`src/rtl/counter_sched_pkg.sv`:
```
// Shared types and constants for the counter_sched round-robin counter scheduler.
package counter_sched_pkg;

  localparam int OP_W = 2;

  typedef enum logic [OP_W-1:0] {
    OP_READ  = 2'b00,
    OP_INC   = 2'b01,
    OP_DEC   = 2'b10,
    OP_CLEAR = 2'b11
  } op_t;

  typedef enum logic {
    ST_IDLE = 1'b0,
    ST_BUSY = 1'b1
  } state_t;

endpackage

```
`src/rtl/rr_arbiter.sv`:
```
// Combinational round-robin arbiter: the first requester at or above ptr (wrapping) wins.
module rr_arbiter #(
  parameter int N = 4,
  localparam int IW = $clog2(N)
) (
  input  logic [N-1:0]  req,
  input  logic [IW-1:0] ptr,
  output logic [N-1:0]  grant,
  output logic [IW-1:0] grant_idx,
  output logic          any_grant
);

  // Scan N candidates starting at ptr and keep the first valid one.
  always_comb begin
    int unsigned cand;
    cand      = 0;
    grant_idx = '0;
    any_grant = 1'b0;
    for (int i = 0; i < N; i++) begin
      cand = int'(ptr) + i;
      if (cand >= N) begin
        cand = cand - N;
      end else begin
        cand = cand;
      end
      if (req[cand] && !any_grant) begin
        any_grant = 1'b1;
        grant_idx = cand[IW-1:0];
      end else begin
        any_grant = any_grant;
      end
    end
  end

  // One-hot grant derived from the winning index.
  always_comb begin
    if (any_grant) begin
      grant = {{(N-1){1'b0}}, 1'b1} << grant_idx;
    end else begin
      grant = '0;
    end
  end

endmodule

```
`src/rtl/counter_sched.sv`:
```
// Shared up/down counter served round-robin to NUM_REQ requesters with a single response slot.
// Optional saturating arithmetic and o_rsp_sat output enabled by COUNTER_SCHED_SAT_EN.
module counter_sched
  import counter_sched_pkg::*;
#(
  parameter int BITS = 8,
  parameter int NUM_REQ = 4,
  localparam int ID_W = $clog2(NUM_REQ)
) (
  input  logic                  i_clk,
  input  logic                  i_rst,
  input  logic [NUM_REQ-1:0]    i_req_valid,
  input  logic [2*NUM_REQ-1:0]  i_req_op,
  output logic [NUM_REQ-1:0]    o_req_ready,
  output logic                  o_rsp_valid,
  input  logic                  i_rsp_ready,
  output logic [ID_W-1:0]       o_rsp_id,
  output logic [OP_W-1:0]       o_rsp_op,
  output logic [BITS-1:0]       o_rsp_value,
  output logic [BITS-1:0]       o_value
`ifdef COUNTER_SCHED_SAT_EN
  ,
  output logic                  o_rsp_sat
`endif
);

  state_t          state;
  state_t          next_state;
  logic [BITS-1:0] count;
  logic [ID_W-1:0] ptr;
  logic [ID_W-1:0] ptr_next;
  logic [NUM_REQ-1:0] grant;
  logic [ID_W-1:0] grant_idx;
  logic            any_grant;
  logic            slot_free;
  logic            xfer;
  op_t             win_op;
  logic [BITS-1:0] new_count;

  function automatic logic [BITS-1:0] apply_op(input logic [BITS-1:0] cur, input op_t op);
    logic [BITS-1:0] nxt;
    nxt = cur;
    case (op)
      OP_READ:  nxt = cur;
`ifdef COUNTER_SCHED_SAT_EN
      OP_INC:   nxt = (&cur) ? cur : cur + BITS'(1);
      OP_DEC:   nxt = (cur == '0) ? cur : cur - BITS'(1);
`else
      OP_INC:   nxt = cur + BITS'(1);
      OP_DEC:   nxt = cur - BITS'(1);
`endif
      OP_CLEAR: nxt = '0;
      default:  nxt = cur;
    endcase
    return nxt;
  endfunction

`ifdef COUNTER_SCHED_SAT_EN
  function automatic logic clipped(input logic [BITS-1:0] cur, input op_t op);
    logic clip;
    clip = 1'b0;
    case (op)
      OP_INC:  clip = &cur;
      OP_DEC:  clip = (cur == '0);
      default: clip = 1'b0;
    endcase
    return clip;
  endfunction
`endif

  rr_arbiter #(.N(NUM_REQ)) u_arb (
    .req       (i_req_valid),
    .ptr       (ptr),
    .grant     (grant),
    .grant_idx (grant_idx),
    .any_grant (any_grant)
  );

  // Nothing is accepted during reset; the response slot frees when empty or draining.
  always_comb begin
    slot_free = ~o_rsp_valid | i_rsp_ready;
    if (i_rst) begin
      o_req_ready = '0;
      xfer        = 1'b0;
    end else begin
      o_req_ready = slot_free ? grant : '0;
      xfer        = any_grant & slot_free;
    end
    win_op    = op_t'(i_req_op[{grant_idx, 1'b0} +: OP_W]);
    new_count = apply_op(count, win_op);
    ptr_next  = (grant_idx == ID_W'(NUM_REQ - 1)) ? '0 : grant_idx + ID_W'(1);
  end

  // Response-slot occupancy: BUSY holds until drained without a replacing transfer.
  always_comb begin
    next_state = state;
    case (state)
      ST_IDLE: begin
        if (xfer) next_state = ST_BUSY;
        else      next_state = ST_IDLE;
      end
      ST_BUSY: begin
        if (xfer || !i_rsp_ready) next_state = ST_BUSY;
        else                      next_state = ST_IDLE;
      end
      default: next_state = ST_IDLE;
    endcase
  end

  // State register.
  always_ff @(posedge i_clk) begin
    if (i_rst) begin
      state <= ST_IDLE;
    end else begin
      state <= next_state;
    end
  end

  // Counter, round-robin pointer and response payload registers.
  always_ff @(posedge i_clk) begin
    if (i_rst) begin
      count       <= '0;
      ptr         <= '0;
      o_rsp_id    <= '0;
      o_rsp_op    <= 2'b00;
      o_rsp_value <= '0;
`ifdef COUNTER_SCHED_SAT_EN
      o_rsp_sat   <= 1'b0;
`endif
    end else if (xfer) begin
      count       <= new_count;
      ptr         <= ptr_next;
      o_rsp_id    <= grant_idx;
      o_rsp_op    <= win_op;
      o_rsp_value <= new_count;
`ifdef COUNTER_SCHED_SAT_EN
      o_rsp_sat   <= clipped(count, win_op);
`endif
    end else begin
      count       <= count;
      ptr         <= ptr;
    end
  end

  assign o_rsp_valid = (state == ST_BUSY);
  assign o_value     = count;

endmodule
```
`config.mk`:
```
export PLATFORM = sky130hd
export DESIGN_NAME = counter_sched
export DESIGN_NICKNAME = d
export VERILOG_FILES = /design/src/rtl/counter_sched_pkg.sv /design/src/rtl/rr_arbiter.sv /design/src/rtl/counter_sched.sv
export SDC_FILE = /design/constraint.sdc
export NUM_CORES = 1
export LEC_CHECK = 0
export BUFFER_PORTS_ARGS = -buffer_cell sky130_fd_sc_hd__clkbuf_2
export CORE_UTILIZATION = 50
export CTS_CLUSTER_SIZE = 28
export DETAILED_ROUTE_END_ITERATION = 7
export PLACE_DENSITY_LB_ADDON = 0.15
export SLEW_MARGIN = 20
export SYNTH_ARGS = -nofsm -noshare
export SYNTH_HDL_FRONTEND = slang
export SYNTH_SLANG_ARGS = --single-unit
```
`constraint.sdc`:
```
create_clock -name i_clk -period 3.8 [get_ports i_clk]
set_clock_uncertainty 0.05 [all_clocks]
set_input_delay 0.19 -clock i_clk [delete_from_list [all_inputs] [get_ports i_clk]]
set_output_delay 0.19 -clock i_clk [all_outputs]
set_load 0.02 [all_outputs]
```
==> run metrics <==
CP Launch Point ptr[1]; Setup CP Type register to register; Initial Util 52.7%; final hold vios 0; Cell Rows 18; crit share post-route 89.9%; Die Width 52.8 um; Max-slew headroom 63.1%; Port Buffers 39; compound-cell area share of the yosys netlist 33.6%; Sequential Power Share 28.0%; ys async rst share 0%; WL final 3080 um; clock slew at reported path FFs 0.10 ns; Post-CTS Hold Buffers 0; commonest cells after routing, fill and taps aside 39 x clkbuf_2, 15 x dfxtp_1, 14 x nand2_1; Final Slew Violations 0; post-CTS setup buffer count 0; DRT Pass-1 Iters 4; Post-Route Setup TNS 0 ns; leading cell type in the layout, fill and taps excluded clkbuf_2; Worst Setup Start Kind register; GR Util All Layers 25.4%; CP Max Fanout 6; pwr dens 544 mW/mm^2; status finished, final reports clean; sw frac 48.4%; cells after synthesis 163; logic gate share of total power 59.9%; largest family of logic cells by synthesized area compound AO/OA/AOI/OAI gates; largest net degree at the start of global routing 18; antenna violations before repair 0; Required @ worst endpoint 3.96 ns; first-pass GRT wire length 5200 um; clock network fraction of design power 12.1%; Layout Nets 218; Synth Area in Simple Gates 25.3%; NetSw 0.393 mW; hold crit path type primary input to register; CP Capture Type register; RSZ-0062 raised after global routing false; vias per inst 5.83; Hold Path Origin i_rsp_ready; maximum clock frequency 293 MHz; Ys Warns 0; TritonCTS clock tree done; hold slack 0.176 ns; die area 0.00279 mm^2; htree depth 1; area delta synth->final 15.5%; Seq/Total Area, Yosys 23.2%; syn_area_per_cell 7.93 um^2; crit path DAT 3.58 ns; gpl congestion 0.844; initial DRC count 6; PostCTS Resize Cnt 0; Core ar. 0.00245 mm^2; final worst slack 0.385 ns; IO Count 40; fillers 223; Root Buffer clkbuf_4; Max-Cap Viols 0; adder-cell area share of the yosys netlist 6.78%; mux cell area share after synthesis 0.774%; worst slew pin tran 0.552 ns; share of layout cells above drive strength 1 32.3%; DR DRC count 0; via count 1312; Antenna Nets Post-Route 0; final setup vio count 0; Yosys cell types 50; Post-synth EDFFs 0; syn_nets 185; FF+latch count, synth 15; Die Y 52.8 um; total CTS buffers 3; Avg WL per Cell 13.7 um; ys flop type dfxtp_1; pre-CTS setup slack 0.347 ns; RR Startpoint ptr[1]; Tot Pwr 0.812 mW; Lkg Pwr 0.665 nW; min Tclk post-route 3.41 ns; Peak VDD IR 0.294 mV; global route overflow 0; diode count 0; mapped cell area 0.00129 mm^2; vias in the first global route 1195; Int Power 0.419 mW; hpwl dp 2380 um; CTS Buffer Depth 2; Sinks on Clock Net 15; insertion delay to the later sink of the worst-skew pair 0.29 ns; XOR/XNOR Fraction of Synth Area 2.03%
-- layer usage --
layer | wire length, um | track usage (%) | up-vias | share of wire, %
met4 | 44 | 9.65 | 0 | 1.4
met5 | 0 | 0 | - | 0
met2 | 1540 | 43.0 | 36 | 50
met1 | 1390 | 31.3 | 606 | 45
li1 | - | - | 664 | -
met3 | 108 | 4.64 | 6 | 3.5
-- registers in the layout (all words and copies together) (netlist names) --
signal,count
ptr,2
o_rsp_valid,1
o_rsp_op,2
o_value,8
o_rsp_id,2
-- path summary, 6_finish.rpt --
check | cells after the start | slack, ns | to
min reg2reg | 2 | 0.42 | o_rsp_op[0]
max reg2reg | 13 | 0.39 | o_value[7]
max | 13 | 0.39 | o_value[7]
min | 4 | 0.18 | o_rsp_valid
-- area by class of cell --
cell class | instances | area [um^2] | area share (%)
Timing Repair Buffer | 42 | 218 | 14.6
Inverter | 6 | 25.0 | 1.68
Clock inverter | 1 | 5.00 | 0.335
Clock buffer | 3 | 22.5 | 1.51
Multi-Input combinational cell | 128 | 885 | 59.3
Tap cell | 30 | 37.5 | 2.51
Sequential cell | 15 | 300 | 20.1
-- cells by family after synthesis --
kind of cell,Yosys count
DFF,15
xor gates and xnor gates,3
buffers and inverters,20
and+or+nand+nor,60
adders and majority gates,7
muxes,1
AOI/OAI and AO/OA,57
-- Yosys cell counts, drive strengths merged (3+ instances only) --
library cell / number / area (um^2)
nand2: 16 / 70.1
dfxtp: 15 / 300
a21oi: 13 / 65.1
nor2: 13 / 48.8
o21ai: 10 / 50.0
buf: 8 / 60.1
and2: 7 / 43.8
ha: 7 / 87.6
clkbuf: 6 / 22.5
inv: 6 / 25.0
nor2b: 5 / 31.3
a211oi: 4 / 52.6
nand3: 4 / 20.0
a21boi: 3 / 22.5
a31o: 3 / 26.3
nand2b: 3 / 18.8
nand3b: 3 / 22.5
o31ai: 3 / 22.5
-- power by group through the flow --
stage | combinational [mW] | clock [mW] | sequential [mW]
detailed placement | 0.474 | 0 | 0.231
global placement | 0.467 | 0 | 0.228
CTS | 0.475 | 0.103 | 0.227
global route | 0.539 | 0.110 | 0.234
finish | 0.487 | 0.0980 | 0.227
floorplan | 0.363 | 0 | 0.250
-- through the flow --
step                      area [um^2]  utilization [%]  cells
final                            1490             60.8    225
after global routing             1490             60.8    225
after CTS                        1480             60.2    223
after detailed placement         1450             59.1    219
after global placement           1450             59.1    219
after floorplan                  1290                -    163
-- worst max-delay path: stages, from the launching register on --
cell	delay (ns)
dfxtp_1	0.43
mux2i_1	0.21
o22ai_1	0.11
or2_2	0.36
inv_1	0.20
nand3_1	0.22
a211oi_4	0.39
ha_1	0.35
a31oi_1	0.19
nor2b_1	0.09
a21oi_1	0.23
nor4b_2	0.08
a31o_2	0.24
a221oi_2	0.20
Note: power is estimated with default switching activity, not from simulation.
